### config.mk
export PLATFORM = sky130hd
export DESIGN_NAME = drive_indicator_odometer
export DESIGN_NICKNAME = d
export VERILOG_FILES = /design/src/rtl/drive_indicator_odometer.sv
export SDC_FILE = /design/constraint.sdc
export NUM_CORES = 1
export LEC_CHECK = 0
export ABC_AREA = 1
export BUFFER_PORTS_ARGS = -buffer_cell sky130_fd_sc_hd__buf_2
export CAP_MARGIN = 20
export CORE_MARGIN = 3
export CORE_UTILIZATION = 55
export CTS_CLUSTER_DIAMETER = 30
export DETAILED_ROUTE_END_ITERATION = 12
export HOLD_SLACK_MARGIN = 0.12
export PLACE_DENSITY = 0.7
export SLEW_MARGIN = 10
export SYNTH_ARGS = -nofsm -noshare
export SYNTH_HDL_FRONTEND = slang
export SYNTH_SLANG_ARGS = --single-unit
### constraint.sdc
create_clock -name clk -period 2 [get_ports clk]
set_input_delay 0.4 -clock clk [delete_from_list [all_inputs] [get_ports clk]]
set_output_delay 0.4 -clock clk [all_outputs]
set_load 0.01 [all_outputs]
### src/rtl/drive_indicator_odometer.sv
// Turn/reverse lamp driver and 4-digit BCD odometer fed by the manual-driving
// controller's one-hot state and answer outputs.
module drive_indicator_odometer #(
  parameter int BLINK_HALF = 50_000_000,
  parameter int MILE_TICKS = 100_000_000
) (
  input  logic        clk,
  input  logic        rst,
  input  logic [3:0]  state,
  input  logic [3:0]  answer,
  output logic        led_left,
  output logic        led_right,
  output logic        led_back,
  output logic [15:0] mileage_bcd,
  output logic        mileage_wrap
);

  localparam int BW = (BLINK_HALF > 2) ? $clog2(BLINK_HALF) : 1;
  localparam int TW = (MILE_TICKS > 2) ? $clog2(MILE_TICKS) : 1;

  typedef enum logic [1:0] {
    MODE_UNSTARTING,
    MODE_STARTING,
    MODE_MOVING,
    MODE_POWER_OFF
  } mode_t;

  logic [3:0]    state_q;
  logic [3:0]    ans_q;
  logic [BW-1:0] blink_cnt;
  logic          phase;
  logic [TW-1:0] tick_cnt;
  mode_t         mode;
  logic          turning;
  logic          motion;
  logic          blink_end;
  logic          tick_end;
  logic [15:0]   bcd_inc;
  logic          bcd_carry;

  // Input stage: everything downstream sees only the registered copies.
  always_ff @(posedge clk or negedge rst) begin
    if (!rst) begin
      state_q <= 4'b0001;
      ans_q   <= 4'b0000;
    end else begin
      state_q <= state;
      ans_q   <= answer;
    end
  end

  // Any pattern that is not exactly one-hot falls back to unstarting.
  always_comb begin
    mode = MODE_UNSTARTING;
    case (state_q)
      4'b0001: mode = MODE_UNSTARTING;
      4'b0010: mode = MODE_STARTING;
      4'b0100: mode = MODE_MOVING;
      4'b1000: mode = MODE_POWER_OFF;
      default: mode = MODE_UNSTARTING;
    endcase
  end

  assign turning   = ans_q[3] | ans_q[2];
  assign motion    = (mode == MODE_MOVING) & (ans_q[0] | ans_q[1]);
  assign blink_end = (blink_cnt == BW'(BLINK_HALF - 1));
  assign tick_end  = (tick_cnt == TW'(MILE_TICKS - 1));

  // Idle parks the phase high so every new turn starts with the lamp lit.
  always_ff @(posedge clk or negedge rst) begin
    if (!rst) begin
      blink_cnt <= '0;
      phase     <= 1'b1;
    end else if (turning) begin
      if (blink_end) begin
        blink_cnt <= '0;
        phase     <= ~phase;
      end else begin
        blink_cnt <= blink_cnt + BW'(1);
      end
    end else begin
      blink_cnt <= '0;
      phase     <= 1'b1;
    end
  end

  always_ff @(posedge clk or negedge rst) begin
    if (!rst) begin
      led_left  <= 1'b0;
      led_right <= 1'b0;
      led_back  <= 1'b0;
    end else if (mode == MODE_POWER_OFF) begin
      led_left  <= 1'b0;
      led_right <= 1'b0;
      led_back  <= 1'b0;
    end else begin
      led_left  <= ans_q[2] & phase;
      led_right <= ans_q[3] & phase;
      led_back  <= ans_q[1];
    end
  end

  // Ripple BCD increment; the carry out of the thousands digit marks a wrap.
  always_comb begin
    logic carry;
    bcd_inc = mileage_bcd;
    carry   = 1'b1;
    for (int i = 0; i < 4; i++) begin
      if (carry) begin
        if (mileage_bcd[4*i +: 4] == 4'd9) begin
          bcd_inc[4*i +: 4] = 4'd0;
        end else begin
          bcd_inc[4*i +: 4] = mileage_bcd[4*i +: 4] + 4'd1;
          carry = 1'b0;
        end
      end
    end
    bcd_carry = carry;
  end

  // Tick count only holds while stationary so partial units survive a stop.
  always_ff @(posedge clk or negedge rst) begin
    if (!rst) begin
      tick_cnt     <= '0;
      mileage_bcd  <= 16'h0000;
      mileage_wrap <= 1'b0;
    end else if (mode == MODE_POWER_OFF) begin
      tick_cnt     <= '0;
      mileage_bcd  <= 16'h0000;
      mileage_wrap <= 1'b0;
    end else if (motion) begin
      if (tick_end) begin
        tick_cnt    <= '0;
        mileage_bcd <= bcd_inc;
        if (bcd_carry) begin
          mileage_wrap <= 1'b1;
        end
      end else begin
        tick_cnt <= tick_cnt + TW'(1);
      end
    end
  end

endmodule

==> results.md, run 1 <==
- Run status: completed
- Sequential share of power: a little over half
- DIE AREA: 9920 sq um
- DR iter-0 viols: 300
- Slew headroom: between 60% and 70%
- Worst slew pin tran: approximately 0.46 ns
- Peak supply drop: approximately 410 uV
- Crit-path slowest cell: dfrtp_1
- Switching share of power: 25.8%
- Largest stage delay, worst path: about 0.4 ns
- Crit Path Max Fanout: 14
- Max Slew Vio Count: 0
- Fillers: 770
- Fin cells: 839
- DIE WIDTH: 99.6 microns
- Total CTS buffers: 9
- Total GRT Usage: 23.5%
- WP data required: 2.29 ns
- Ant diodes: 0
- Ys async rst share: 100%
- Vias per Instance: 5.32
- Core ar.: around 8300 sq um
- #FFs+latches synth: 82
- Clk sinks: 82
- Syn_area_per_cell: just over 7 sq um
- Synth top area share: roughly two fifths
- Clk buf depth: 2
- Synth top area cells: dfrtp_1 42%, nand2_1 17%, nor2_1 10%
- Clk root buf: clkbuf_8
- Final ANT Viol Nets: 0
- Layout Skew: 0.0158 ns
- Hold Fails Final Rpt: 0
- Final Cycle Share: between 80% and 90%
- WL per Instance: 13.3 microns
- Setup CP Type: reg2reg
- Final core utilization: 65.1%
- First-pass GRT wire length: around 19000 microns
- Later-pin clock latency in the skew report: 0.36 ns
- Final WL: 11100 microns
- Register area share after synthesis: 42.6%
- Initial antenna violation count: 0
- Grt ovf: 0
- Synth cell count leaders: 216 x nand2_1, 128 x nor2_1, 80 x dfrtp_1
- Crit-path most repeated cell: nand2_1
- Layout Nets: about 750
- Place WS: around 0.20 ns
- H-tree depth: 3
- Post-synth top area cell: dfrtp_1
- Worst setup margin: 0.210 ns
- CTS clk-pin slew, worst paths: roughly 0.080 ns
- Netlist cell types: 32
- Combinational share of power: around 7.7%
- Worst EP arrival: roughly 2.1 ns
- Vias in the first global route: 4111
- Setup Viol. Count Final: 0
- Pwr per Cell Area: 615 nW/um^2
- Critical Path Start Type: flop
- Overall power: 3.34 mW
- Final hold slack: 0.147 ns
- Initial Util: 57.8%
- Site Rows: 33
- Area grow syn2layout: 12.8%
- Share of layout cells above drive strength 1: 12.7%
- Initial DRT Pass Iterations: 6
- CTS tree: done
- Mapped Area: between 4000 and 5000 sq um
- Leak Pwr: around 2.6 nW
- DPL Wire Length: 8340 microns
- Clock power frac: 38.5%
- CP endpoint kind: flop
- Setup TNS: 0 ns
- # DRC: 0
- Fin crit period: 1.79 ns
- Net Sw Power: approximately 0.86 mW
- Final Cell Area: roughly 5400 sq um
- Vias: 4467
- Mapped Cells: 676
- Syn nets: about 700
- Port bufs: 29
- Largest net degree at the start of global routing: 36
- Main flop type after synthesis: dfrtp_1
- Io pins: 30
- Chip height: 99.6 microns
- Yosys Warn Count: 0
- Final GP Congestion: a little over 0.9
- HP Class: in2reg
- DP Area: 5150 sq um
- Dpl cells: 814
- Max-capacitance violation count: 0
- CP Cell Sequence: ha_1, nand2_1, nor2_2, nand2_2, nor2_1, nand2_1, nand2_4, buf_4, nor2_1, nand2_1, nand2_1
- EDFF count, synth: 0
- Internal power: 2.48 mW
- Max Freq: 0.559 GHz
- Most numerous cell in the Yosys netlist: nand2_1
per-layer routing:
| metal | up-vias | part of all wire, % | GRT usage, % |
|---|---|---|---|
| met1 | 2068 | 49 | 34.6 |
| met4 | 0 | 1.5 | 8.72 |
| li1 | 2256 | - | - |
| met2 | 125 | 45 | 35.3 |
| met3 | 18 | 5.3 | 3.37 |
| met5 | - | 0 | 0 |
placed cells by master (no fill, tap or decap), types with 2 or more instances in the layout:
cell type,count
a211oi_1,2
a21oi_1,7
buf_2,28
buf_4,20
clkbuf_8,11
dfrtp_1,80
dfstp_2,2
ha_1,10
inv_1,61
inv_2,4
inv_6,2
nand2_1,216
nand2_2,5
nand2_4,2
nand3_1,42
nand3_2,2
nand3b_1,4
nand4_1,27
nor2_1,127
nor2_2,7
nor2_4,2
nor3_1,18
o21ai_0,11
o21ai_1,3
o21ai_2,3
o21bai_1,3
or2_2,2
xnor2_1,7
xor2_1,17
registers in the layout, summed over array words and instances, names as in the netlist:
signal        cells
tick_cnt         27
mileage_wrap      1
ans_q             4
state_q           4
phase             1
blink_cnt        26
led_right         1
led_back          1
mileage_bcd      16
led_left          1
power groups by stage:
stage / registers [mW] / clock network, mW / logic [mW]
after detailed placement: 1.83 / 0 / 0.256
final: 1.80 / 1.29 / 0.259
after floorplan: 1.82 / 0 / 0.151
after global placement: 1.82 / 0 / 0.249
after global routing: 1.81 / 1.38 / 0.294
after CTS: 1.80 / 1.33 / 0.258
path summary, 6_finish.rpt:
path	from	endpoint	slack [ns]	depth (start not counted)
min	state[0]	state_q[0]	0.15	1
max	tick_cnt[0]	tick_cnt[21]	0.21	11
max reg2reg	tick_cnt[0]	tick_cnt[21]	0.21	11
min reg2reg	blink_cnt[0]	blink_cnt[0]	0.47	1
min in group asynchronous	rst	blink_cnt[2]	0.52	2
max in group asynchronous	rst	tick_cnt[19]	0.86	3
critical path: cells and delay by family (launching register included):
| family | cells | cell delay, ns |
|---|---|---|
| adders and majority gates | 1 | 0.25 |
| and+or+nand+nor | 9 | 0.89 |
| DFF | 1 | 0.41 |
| buffers and inverters | 1 | 0.17 |
cell families after synthesis:
kind of cell	count (synthesis)	share of synthesized area, %
and+or+nand+nor	456	40.5
DFF	82	42.6
buffers and inverters	73	6.10
AOI/OAI and AO/OA	31	3.82
xor gates and xnor gates	24	4.36
adders and majority gates	10	2.60
repair_timing:
item / 4_1_cts / 5_1_grt
resized for setup: 0 / 1
endpoints found under the setup margin: 0 / 17
endpoints found under the hold margin: 31 / 0
buffers inserted: 0 / 8
hold buffers: 1 / 0
cell type report:
| class | count | area, sq um | share of cell area (%) |
|---|---|---|---|
| Multi-Input combinational cell | 521 | 2470 | 45.5 |
| Sequential cell | 82 | 2050 | 37.8 |
| Timing Repair Buffer | 50 | 320 | 5.90 |
| Inverter | 65 | 244 | 4.49 |
| Clock buffer | 12 | 155 | 2.86 |
| Tap cell | 105 | 131 | 2.42 |
| Clock inverter | 4 | 56.3 | 1.04 |
Note: power is estimated with default switching activity, not from simulation.
==> run 2: changes to the inputs <==
CORE_UTILIZATION = 39   (was 55)
CTS_CLUSTER_DIAMETER = 60   (was 30)
PLACE_DENSITY = 0.52   (was 0.7)
==> results.md, run 2 (synthesis gave the netlist of run 1 again) <==
- Dpl cells: 875 (was 814)
- Vias in the first global route: 4069 (was 4111)
- Later-pin clock latency in the skew report: 0.34 ns (was 0.36 ns)
- Initial antenna violation count: 0 (unchanged)
- Layout Skew: 0.00850 ns (was 0.0158 ns)
- Initial Util: 41.0% (was 57.8%)
- Area grow syn2layout: 16.8% (was 12.8%)
- DIE WIDTH: 117 microns (was 99.6 microns)
- Peak supply drop: 410 uV (was 415 uV)
- Leak Pwr: 2.68 nW (was 2.64 nW)
- Max Freq: 0.559 GHz (about the same)
- Fin crit period: 1.79 ns (about the same)
- Overall power: 3.78 mW (was 3.34 mW)
- Register area: 2050 sq um (unchanged)
- Total CTS buffers: 9 (unchanged)
- Run status: completed (unchanged)
- Multi-input gate area: 2480 sq um (was 2470 sq um)
- Final GP Congestion: 0.940 (was 0.916)
- Final ANT Viol Nets: 0 (unchanged)
- Most frequent cells in the layout: 216 x nand2_1, 128 x nor2_1, 80 x dfrtp_1 (was 216 x nand2_1, 127 x nor2_1, 80 x dfrtp_1)
- Port bufs: 29 (unchanged)
- Initial DRT Pass Iterations: 4 (was 6)
- Setup TNS: 0 ns (unchanged)
- Number of flip-flops in the largest register: 27 (unchanged)
- WL per Instance: 13.3 microns (about the same)
- RSZ-0062 raised after global routing: yes
- Io pins: 30 (unchanged)
- Pwr per Cell Area: 672 nW/um^2 (was 615 nW/um^2)
- Ant diodes: 0 (unchanged)
- Slew headroom: 73.2% (was 69.5%)
- Core ar.: 11800 sq um (was 8340 sq um)
- Vias per Instance: 4.80 (was 5.32)
- DIE AREA: 13700 sq um (was 9920 sq um)
- Largest net degree at the start of global routing: 68 (was 36)
- Commonest non-fill, non-tap cell in the layout: nand2_1 (unchanged)
- Clk sinks: 82 (unchanged)
- Grt ovf: 0 (unchanged)
- Final Cycle Share: 89.4% (was 89.5%)
- Fin cells: 896 (was 839)
- Setup Viol. Count Final: 0 (unchanged)
- First-pass GRT wire length: 20000 microns (was 18900 microns)
- Share of layout cells above drive strength 1: 12.7% (about the same)
- Total GRT Usage: 18.7% (was 23.5%)
- CTS clk-pin slew, worst paths: 0.07 ns (was 0.08 ns)
- Final WL: 11900 microns (was 11100 microns)
- Biggest register: tick_cnt (unchanged)
- # DRC: 0 (unchanged)
- Clk root buf: clkbuf_16 (was clkbuf_8)
- CTS tree: done (unchanged)
- Site Rows: 39 (was 33)
- Layout Nets: 747 (was 749)
- Clk buf depth: 2 (unchanged)
- H-tree depth: 3 (unchanged)
- DR iter-0 viols: 249 (was 300)
- WP data required: 2.23 ns (was 2.29 ns)
- Worst EP arrival: 2.01 ns (was 2.08 ns)
- Critical Path Start Type: flop (unchanged)
- Setup CP Type: reg2reg (unchanged)
- Crit Path Max Fanout: 13 (was 14)
- Hold Fails Final Rpt: 0 (unchanged)
- Max Slew Vio Count: 0 (unchanged)
- Largest registers: tick_cnt: 27 flops, blink_cnt: 26 flops, mileage_bcd: 16 flops (unchanged)
- Max-capacitance violation count: 0 (unchanged)
- Vias: 4305 (was 4467)
- DPL Wire Length: 8780 microns (was 8340 microns)
- Fillers: 1210 (was 770)
- CP endpoint kind: flop (unchanged)
- Final hold slack: 0.151 ns (was 0.147 ns)
- HP Class: in2reg (unchanged)
- Worst slew pin tran: 0.401 ns (was 0.457 ns)
- Chip height: 117 microns (was 99.6 microns)
[run 2: repair_timing]
| item | 4_1_cts | 5_1_grt |
|---|---|---|
| hold buffers | 1 | 0 |
| endpoints found under the hold margin | 14 | 0 |
| gates resized for setup | 0 | 4 |
| buffers inserted | 0 | 4 |
| endpoints found under the setup margin | 0 | 27 |
[run 2: area by class of cell]
| type | instances | area share (%) |
|---|---|---|
| tap | 164 | 3.65 |
| multi-input combinational | 521 | 44.2 |
| clock buffer | 11 | 4.32 |
| sequential | 82 | 36.5 |
| inverter | 65 | 4.38 |
| timing repair buffer | 48 | 5.87 |
| clock inverter | 5 | 1.09 |
[run 2: path summary, 6_finish.rpt]
check,start,end,slack [ns],cells past startpoint
min in group asynchronous,rst,blink_cnt[4],0.47,2
max,tick_cnt[0],mileage_bcd[11],0.21,10
min reg2reg,blink_cnt[0],blink_cnt[0],0.47,1
max in group asynchronous,rst,state_q[0],0.86,3
max reg2reg,tick_cnt[0],mileage_bcd[11],0.21,10
min,state[0],state_q[0],0.15,1
[run 2: through the flow]
| step | utilization, % | instance area [sq um] | setup WS, ns |
|---|---|---|---|
| floorplan | - | 4820 | 0.380 |
| global placement | 44.7 | 5260 | 0.226 |
| detailed placement | 44.7 | 5260 | 0.177 |
| CTS | 47.4 | 5580 | 0.156 |
| global route | 47.8 | 5620 | -0.0137 |
| finish | 47.8 | 5620 | 0.211 |
[run 2: routing by layer]
layer | routed length, microns | GRT usage (%) | vias to the layer above
li1 | - | - | 2243
met1 | 6290 | 28.8 | 1959
met2 | 4850 | 25.9 | 88
met3 | 562 | 3.50 | 15
met4 | 204 | 6.88 | 0
met5 | 0 | 0 | -
[run 2: power breakdown]
group | leakage (nW) | switching, mW | internal (mW)
Combinational | 1.42 | 0.167 | 0.0981
Clock | 0.151 | 0.705 | 1.01
Sequential | 1.11 | 0.0723 | 1.73
Total | 2.68 | 0.944 | 2.84
[run 2: worst max-delay path, cell delays in order (launching register included)]
cell,delay (ns)
dfrtp_1,0.39
ha_1,0.21
nand2_1,0.08
nor2_2,0.14
nand2_2,0.12
nor2_1,0.12
nand2_1,0.10
nand2_4,0.19
nand3_1,0.19
nand2_1,0.10
nand2_1,0.05
